### config.mk
export PLATFORM = sky130hd
export DESIGN_NAME = rover_motion_sequencer
export DESIGN_NICKNAME = d
export VERILOG_FILES = /design/src/rtl/rover_motion_sequencer.sv
export SDC_FILE = /design/constraint.sdc
export NUM_CORES = 1
export LEC_CHECK = 0
export CORE_MARGIN = 2
export CORE_UTILIZATION = 25
export CTS_CLUSTER_DIAMETER = 100
export DETAILED_ROUTE_END_ITERATION = 7
export GPL_ROUTABILITY_DRIVEN = 1
export GPL_TIMING_DRIVEN = 0
export PLACE_DENSITY = 0.43
export SETUP_SLACK_MARGIN = 0.15
export SLEW_MARGIN = 10
export SYNTH_ARGS = -nofsm -noshare
export SYNTH_HDL_FRONTEND = slang
export SYNTH_SLANG_ARGS = --single-unit
### constraint.sdc
create_clock -name clk -period 3.7 [get_ports clk]
set_input_delay 0.925 -clock clk [delete_from_list [all_inputs] [get_ports clk]]
set_output_delay 0.925 -clock clk [all_outputs]
set_load 0.05 [all_outputs]
### src/rtl/rover_motion_sequencer.sv
// Rover motion sequencer: listens for sound, hands control to localization when heard,
// otherwise sweeps rotate/forward search legs and halts after MAX_SEARCH fruitless legs.
module rover_motion_sequencer #(
    parameter int unsigned LISTEN_CYCLES     = 25000000,
    parameter int unsigned SEARCH_ROT_CYCLES = 50000000,
    parameter int unsigned SEARCH_FWD_CYCLES = 100000000,
    parameter int unsigned SETTLE_CYCLES     = 10000000,
    parameter int unsigned MAX_SEARCH        = 8
) (
    input  logic       clk,
    input  logic       reset,
    input  logic       enable,
    input  logic       mic_activity,
    input  logic       loc_dir,
    input  logic       loc_rot,
    input  logic       loc_move,
    output logic       direction,
    output logic       rotate,
    output logic       move,
    output logic [2:0] state,
    output logic [3:0] search_cycle,
    output logic       halted
);
    typedef enum logic [2:0] {
        S_IDLE       = 3'd0,
        S_LISTEN     = 3'd1,
        S_TRACK      = 3'd2,
        S_SETTLE     = 3'd3,
        S_SEARCH_ROT = 3'd4,
        S_SEARCH_FWD = 3'd5,
        S_HALT       = 3'd6
    } state_t;

    localparam logic [26:0] LISTEN_LAST = 27'(LISTEN_CYCLES - 1);
    localparam logic [26:0] ROT_LAST    = 27'(SEARCH_ROT_CYCLES - 1);
    localparam logic [26:0] FWD_LAST    = 27'(SEARCH_FWD_CYCLES - 1);
    localparam logic [26:0] SETTLE_LAST = 27'(SETTLE_CYCLES - 1);
    localparam logic [3:0]  MAX_SC      = 4'(MAX_SEARCH);

    state_t      r_state     = S_IDLE;
    logic [26:0] r_timer     = '0;
    logic [3:0]  r_search    = '0;
    logic        r_dir       = 1'b0;
    logic        r_rot       = 1'b0;
    logic        r_move      = 1'b0;
    logic        r_halted    = 1'b0;
    logic        r_prev_move = 1'b0;
    logic        r_seen_move = 1'b0;

    state_t      w_next;
    logic [3:0]  w_search_next;
    logic [3:0]  w_search_inc;

    assign w_search_inc = (r_search == 4'd15) ? 4'd15 : r_search + 4'd1;

    always_comb begin
        w_next        = r_state;
        w_search_next = r_search;
        if (!enable) begin
            w_next = S_IDLE;
        end else begin
            case (r_state)
                S_IDLE:   w_next = S_LISTEN;
                S_LISTEN: begin
                    if (mic_activity)              w_next = S_TRACK;
                    else if (r_timer == LISTEN_LAST) w_next = S_SEARCH_ROT;
                end
                // Falling edge needs two in-TRACK samples; the quiet exit requires no high sample at all.
                S_TRACK: begin
                    if (r_prev_move && !loc_move)
                        w_next = S_SETTLE;
                    else if (!r_seen_move && !loc_move && r_timer == LISTEN_LAST)
                        w_next = S_LISTEN;
                end
                S_SETTLE: if (r_timer == SETTLE_LAST) w_next = S_LISTEN;
                S_SEARCH_ROT: begin
                    if (mic_activity)           w_next = S_TRACK;
                    else if (r_timer == ROT_LAST) w_next = S_SEARCH_FWD;
                end
                S_SEARCH_FWD: begin
                    if (mic_activity) begin
                        w_next = S_TRACK;
                    end else if (r_timer == FWD_LAST) begin
                        w_search_next = w_search_inc;
                        w_next        = (w_search_inc == MAX_SC) ? S_HALT : S_LISTEN;
                    end
                end
                S_HALT:  w_next = S_HALT;
                default: w_next = S_IDLE;
            endcase
            if (w_next == S_TRACK && r_state != S_TRACK)
                w_search_next = 4'd0;
        end
    end

    always_ff @(posedge clk) begin
        if (reset) begin
            r_state     <= S_IDLE;
            r_timer     <= '0;
            r_search    <= '0;
            r_dir       <= 1'b0;
            r_rot       <= 1'b0;
            r_move      <= 1'b0;
            r_halted    <= 1'b0;
            r_prev_move <= 1'b0;
            r_seen_move <= 1'b0;
        end else begin
            r_state  <= w_next;
            r_search <= w_search_next;
            r_timer  <= (w_next != r_state) ? 27'd0 : r_timer + 27'd1;
            r_halted <= (w_next == S_HALT);
            // Outputs come from the state being entered, so they never lag the state code.
            case (w_next)
                S_TRACK:      {r_dir, r_rot, r_move} <= {loc_dir, loc_rot, loc_move};
                S_SEARCH_ROT: {r_dir, r_rot, r_move} <= 3'b111;
                S_SEARCH_FWD: {r_dir, r_rot, r_move} <= 3'b101;
                default:      {r_dir, r_rot, r_move} <= 3'b000;
            endcase
            if (r_state == S_TRACK) begin
                r_prev_move <= loc_move;
                r_seen_move <= r_seen_move | loc_move;
            end else begin
                r_prev_move <= 1'b0;
                r_seen_move <= 1'b0;
            end
        end
    end

    assign state        = r_state;
    assign search_cycle = r_search;
    assign direction    = r_dir;
    assign rotate       = r_rot;
    assign move         = r_move;
    assign halted       = r_halted;
endmodule

=== Word-level counts from Yosys, hierarchy flattened ===
Cells that the tools add are included.

* Memories: 0
* Register bits: 40
* Memory bits (read-only): 0
* RAM bits: 0
* Latch bits: 0
* Input port bits: 7
* Word-level logic and storage cells: 67
* Output and inout port bits: 11

* Eq/ne operators: 20
* Div/mod/pow operators: 0
* Bitwise gates (word level): 2
* Order comparisons: 0
* Add/sub/neg operators: 2
* Shift-type cells: 0
* Mux-type cells: 21
* Reductions and logical operators: 13
* Multiply operators: 0

{| class="wikitable"
|+ Operator list
! operator !! number
|-
| two-way mux 3 bit || 12
|-
| adder 27 x 1 -> 27 bit, second input constant || 1
|-
| equality test 27 x 24 -> 1 bit, second input constant || 1
|-
| equality test 27 x 25 -> 1 bit, second input constant || 1
|-
| equality test 27 x 26 -> 1 bit, second input constant || 1
|-
| equality test 27 bit, second input constant || 1
|-
| case mux 3 bit (7 select lines) || 1
|-
| two-way mux 4 bit || 5
|-
| equality test 3 bit, second input constant || 6
|-
| equality test 3 x 2 -> 1 bit, second input constant || 4
|-
| equality test 4 bit, second input constant || 2
|-
| case mux 1 bit (2 select lines) || 3
|-
| OR reduction 2 bit || 3
|-
| adder 4 x 1 -> 4 bit, second input constant || 1
|-
| logical AND 1 bit || 4
|-
| AND reduction 4 bit || 1
|-
| nonzero test 2 bit || 2
|-
| equality test 3 x 1 -> 1 bit, second input constant || 1
|-
| logical NOT 3 bit || 1
|-
| inequality test 3 x 2 -> 1 bit, second input constant || 1
|-
| inequality test 3 bit || 1
|-
| logical NOT 1 bit || 2
|-
| inequality test 2 x 1 -> 1 bit, second input constant || 1
|-
| NOT 1 bit || 1
|-
| bitwise OR 1 bit || 1
|}

=== Depth between registers and ports, before layout ===
* Word-level depth: 12
* Gate-level depth with buffers: 9

=== Least setup slack after synthesis ===
OpenSTA, ideal clock, no wires.

* Path type: reg2reg
* Start: register r_state[0] (netlist: state[0])
* End: register r_timer[24]
* Path buffers: 2
* Slack: 1,264 ps
* Arrival: 2,374 ps
* Stages on the path, launching flop included: 10
* Cell sequence: dfxtp_1 -> clkbuf_1 -> nand2b_1 -> nor4_1 -> a32o_1 -> o311ai_0 -> o311a_1 -> nand4b_4 -> buf_6 -> nor2_2

* Cells in the longest elaborated chain, start to end: 7
* Elaborated cells between the ends (all ways): 21
* Those cells by class: eq/ne (7); mux (12); reduce/logical (2)

{| class="wikitable"
|+ Ends and longest elaborated chain
! element !! RTL line !! RTL
|-
| from (decl) || 40 || <nowiki>state_t r_state = S_IDLE;</nowiki>
|-
| from (signal assigned) || 108 || <nowiki>r_state <= w_next;</nowiki>
|-
| two-way mux 3 bit, on equally long branches (2 in a row) || n/a ||
|-
| case mux 3 bit (7 select lines) || 62 || <nowiki>case (r_state)</nowiki>
|-
| two-way mux 3 bit (2 in a row) || 59 || <nowiki>if (!enable) begin</nowiki>
|-
| inequality test 3 bit (*) || 110 || <nowiki>r_timer <= (w_next != r_state) ? 27'd0 : r_timer + 27'd1;</nowiki>
|-
| OR reduction 2 bit (no line) (*) || n/a ||
|-
| to (signal assigned) || 110 ||
|-
| to (decl) || 41 || <nowiki>logic [26:0] r_timer = '0;</nowiki>
|}

Every way passes the cells marked *; elsewhere a longest branch is shown, timed or not. The select of a mux whose other input is x is not followed.
A chain may end at the register's enable or synchronous reset.

=== Worst setup path after layout ===
* Start: register r_timer[0]
* End: register r_search[1] (netlist: search_cycle[1])

* Cells in the longest elaborated chain, start to end: 10
* Elaborated cells between the ends (all ways): 23
* Those cells by class: eq/ne (6); mux (12); reduce/logical (5)

{| class="wikitable"
|+ Ends and longest elaborated chain
! element !! RTL line !! RTL
|-
| equality test 27 x 25 -> 1 bit || 66, 72 ||
|-
| logical AND 1 bit || 72 || <nowiki>else if (!r_seen_move && !loc_move && r_timer == LISTEN_LAST)</nowiki>
|-
| two-way mux 3 bit || 72 ||
|-
| two-way mux 3 bit || 70 || <nowiki>if (r_prev_move && !loc_move)</nowiki>
|-
| case mux 3 bit (7 select lines) || 62 ||
|-
| two-way mux 3 bit || 59 ||
|-
| equality test 3 x 2 -> 1 bit || 91 || <nowiki>if (w_next == S_TRACK && r_state != S_TRACK)</nowiki>
|-
| logical AND 1 bit || 91 ||
|-
| inequality test 2 x 1 -> 1 bit (no line) or nonzero test 2 bit (tied branches) || n/a ||
|-
| AND reduction 4 bit (no line) || n/a ||
|-
| to (signal assigned) || 109 || <nowiki>r_search <= w_search_next;</nowiki>
|-
| to (decl) || 42 || <nowiki>logic [3:0] r_search = '0;</nowiki>
|}

Several ways; a longest one is shown, not always the timed one. The select of a mux whose other input is x is not followed.

==> metrics.md <==
| Metric | Value |
|---|---|
| Clock skew | `0.00765 ns` |
| I/O pin count | `18` |
| Setup CP Type | `reg -> reg` |
| Cts bufs inserted | `5` |
| Syn_nets | `262` |
| Hold Path Class | `reg -> reg` |
| Placer congestion estimate | `0.761` |
| Final period util | `0.837` |
| Worst R2R Setup Slack | `0.60 ns` |
| Total power per unit cell area | `305 mW/mm^2` |
| Fin crit period | `3.10 ns` |
| Post-CTS Setup Inserts | `0` |
| H-tree depth | `2` |
| Syn Inst Count | `253` |
| DR iter-0 viols | `94` |
| Worst-path cell chain | `ha_1, nand4_1, nor4b_1, a21oi_1, o31a_1, nor4_2, a41o_1, a311oi_1` |
| Synth area leaders | `dfxtp_1 37%, nor2_1 6.1%, xor2_1 5.3%` |
| Crit path max fanout | `5` |
| Top-area cell type share of the netlist area | `0.370` |
| Slowest cell on the critical path | `nor4b_1` |
| DRC errors left | `0` |
| Overall die width | `97.1 um` |
| Peak VDD IR | `0.124 mV` |
| Crit path launch type | `flop` |
| Reg clk slew, reported paths | `0.08 ns` |
| Starting Density | `0.261` |
| Antenna Violating Nets Remaining | `0` |
| Die area | `0.00942 sq mm` |
| Diodes inserted | `0` |
| Total negative setup slack | `0 ns` |
| Drt wl/cell | `13.4 um` |
| HPWL Detailed | `3800 um` |
| Initial antenna violation count | `0` |
| Drt pass-1 iters | `4` |
| # rows | `33` |
| EDFF count, synth | `0` |
| Ys Warns | `0` |
| Pin count of the biggest net entering global routing | `12` |
| Hold Buf Count CTS | `0` |
| First-pass GRT wire length | `8570 um` |
| Unique masters post-synth | `51` |
| P_leak | `0.819 nW` |
| Tightest Pin Transition | `0.918 ns` |
| Worst relative slew slack | `0.379` |
| Core area | `0.00830 sq mm` |
| Vias in the first global route | `1748` |
| Final nets | `286` |
| Slowest stage delay, CP | `0.82 ns` |
| Port bufs | `17` |
| Async S/R FF share, synth | `0` |
| Ratio of cells with drive above 1 in the final layout | `0.108` |
| Post-synth top area cell | `dfxtp_1` |
| Vias per cell | `4.88` |
| Final Hold Viols | `0` |
| Global Route Usage Sum | `0.111` |
| Routed WL | `5140 um` |
| Post-route cell area | `0.00254 sq mm` |
| Root buf cell | `clkbuf_8` |
| Post-Syn Area | `0.00216 sq mm` |
| Max_cap viols | `0` |
| Yosys reg bits | `40` |
| Vias | `1865` |
| Unrepaired setup endpoints after global routing | `no` |
| Mapped Avg Cell Area | `8.56 sq um` |
| Post-cts sizing count | `0` |
| Most common cell after layout, fill and taps aside | `dfxtp_1` |
| Clk sinks | `40` |
| Most frequent cells in the layout | `40 x dfxtp_1, 35 x nor2_1, 17 x clkdlybuf4s50_1` |
| Status | `complete, no violations` |
| Slew Limit Fails | `0` |
| Clock buffer depth | `2` |
| DP Area | `0.00247 sq mm` |
| CP arrival | `3.24 ns` |
| Grt ovf | `0` |
| Post-synth top flop | `dfxtp_1` |
| Post-synthesis sequential area ratio | `0.370` |
| Worst Path Required | `3.84 ns` |
| CTS tree | `built` |
| Clock latency on the worst-skew pair | `0.29 ns` |
| Crit end category | `flop` |
| P&R area growth vs syn | `17.5%` |
| Total Power | `0.777 mW` |
| F_max | `0.323 GHz` |
| Chip height | `97.1 um` |
| Setup Viol. Count Final | `0` |
per-layer routing:
metal / wire [um] / up-vias / global-route usage
met4: 88 / 0 / 0.0390
met2: 2260 / 39 / 0.172
met5: 0 / - / 0
li1: - / 961 / -
met3: 208 / 6 / 0.0266
met1: 2580 / 859 / 0.151
worst paths after layout:
check                             start                      endpoint  cells after the start
setup / recovery  r_timer[0]$_SDFF_PP0_  search_cycle[1]$_SDFFE_PP0P_                      8
hold / removal    r_timer[0]$_SDFF_PP0_         r_timer[0]$_SDFF_PP0_                      1
setup reg to reg  r_timer[0]$_SDFF_PP0_  search_cycle[1]$_SDFFE_PP0P_                      8
hold reg to reg   r_timer[0]$_SDFF_PP0_         r_timer[0]$_SDFF_PP0_                      1
layout make-up:
type                       count  area [sq um]
fill                         896          5760
clock buffer                   6          72.6
tap                          105           131
sequential                    40           801
timing repair buffer          17           170
inverter                       9          33.8
multi-input combinational    196          1280
clock inverter                 1          5.00
buffer                         8          45.0
report_power, final:
part,total [mW],switching [mW],internal (mW)
clock network,0.285,0.157,0.129
logic,0.0564,0.0341,0.0223
registers,0.435,0.00230,0.433
stage by stage:
stage	setup slack, ns	hold slack [ns]	utilization	cells
after floorplan	1.26	0.439	-	253
after global placement	0.552	0.460	0.297	375
after detailed placement	0.562	0.465	0.297	375
after CTS	0.595	0.485	0.306	382
after global routing	0.287	0.495	0.306	382
final	0.604	0.479	0.306	382
cells by family (layout without fill, tap and decap cells):
group	Yosys count	after routing	share of synthesized area
AO/OA/AOI/OAI	28	28	0.0902
XOR/XNOR	25	25	0.105
adder cells (fa/ha/maj)	2	2	0.0116
buffers and inverters	17	41	0.0364
flip-flops	40	40	0.370
AND/OR/NAND/NOR	141	141	0.387
worst max-delay path, delay by kind of cell, from the launching register on:
| kind | cells | cell delay [ns] |
|---|---|---|
| compound gates | 4 | 0.87 |
| fa+ha+maj | 1 | 0.26 |
| flops | 1 | 0.39 |
| simple gates | 3 | 1.42 |
flip-flops by register name (all words and copies together), names as in the netlist:
name / cells
direction: 1
halted: 1
move: 1
r_prev_move: 1
r_seen_move: 1
r_timer: 27
rotate: 1
search_cycle: 4
state: 3
synthesized netlist by cell type, types with 2 or more instances:
cell type  instances
and3_1             8
nand3_1           16
and4b_1            2
nor2_1            35
or3_1              3
or4b_2             2
xor2_1            13
clkbuf_1           6
nor3b_1            2
buf_6              2
o22ai_1            3
xnor2_1           11
o21ai_0            3
a21oi_1           10
nor4_2             2
nand4bb_1          2
nand4_1           10
nor2b_1            2
nand3b_1           3
and4_1             6
nor2_2            11
nor3_1             6
nand2b_1           3
nor4_1             7
nand2_1           11
dfxtp_1           40
ha_1               2
inv_1              9
No activity file was read; power rests on OpenSTA's default activity.
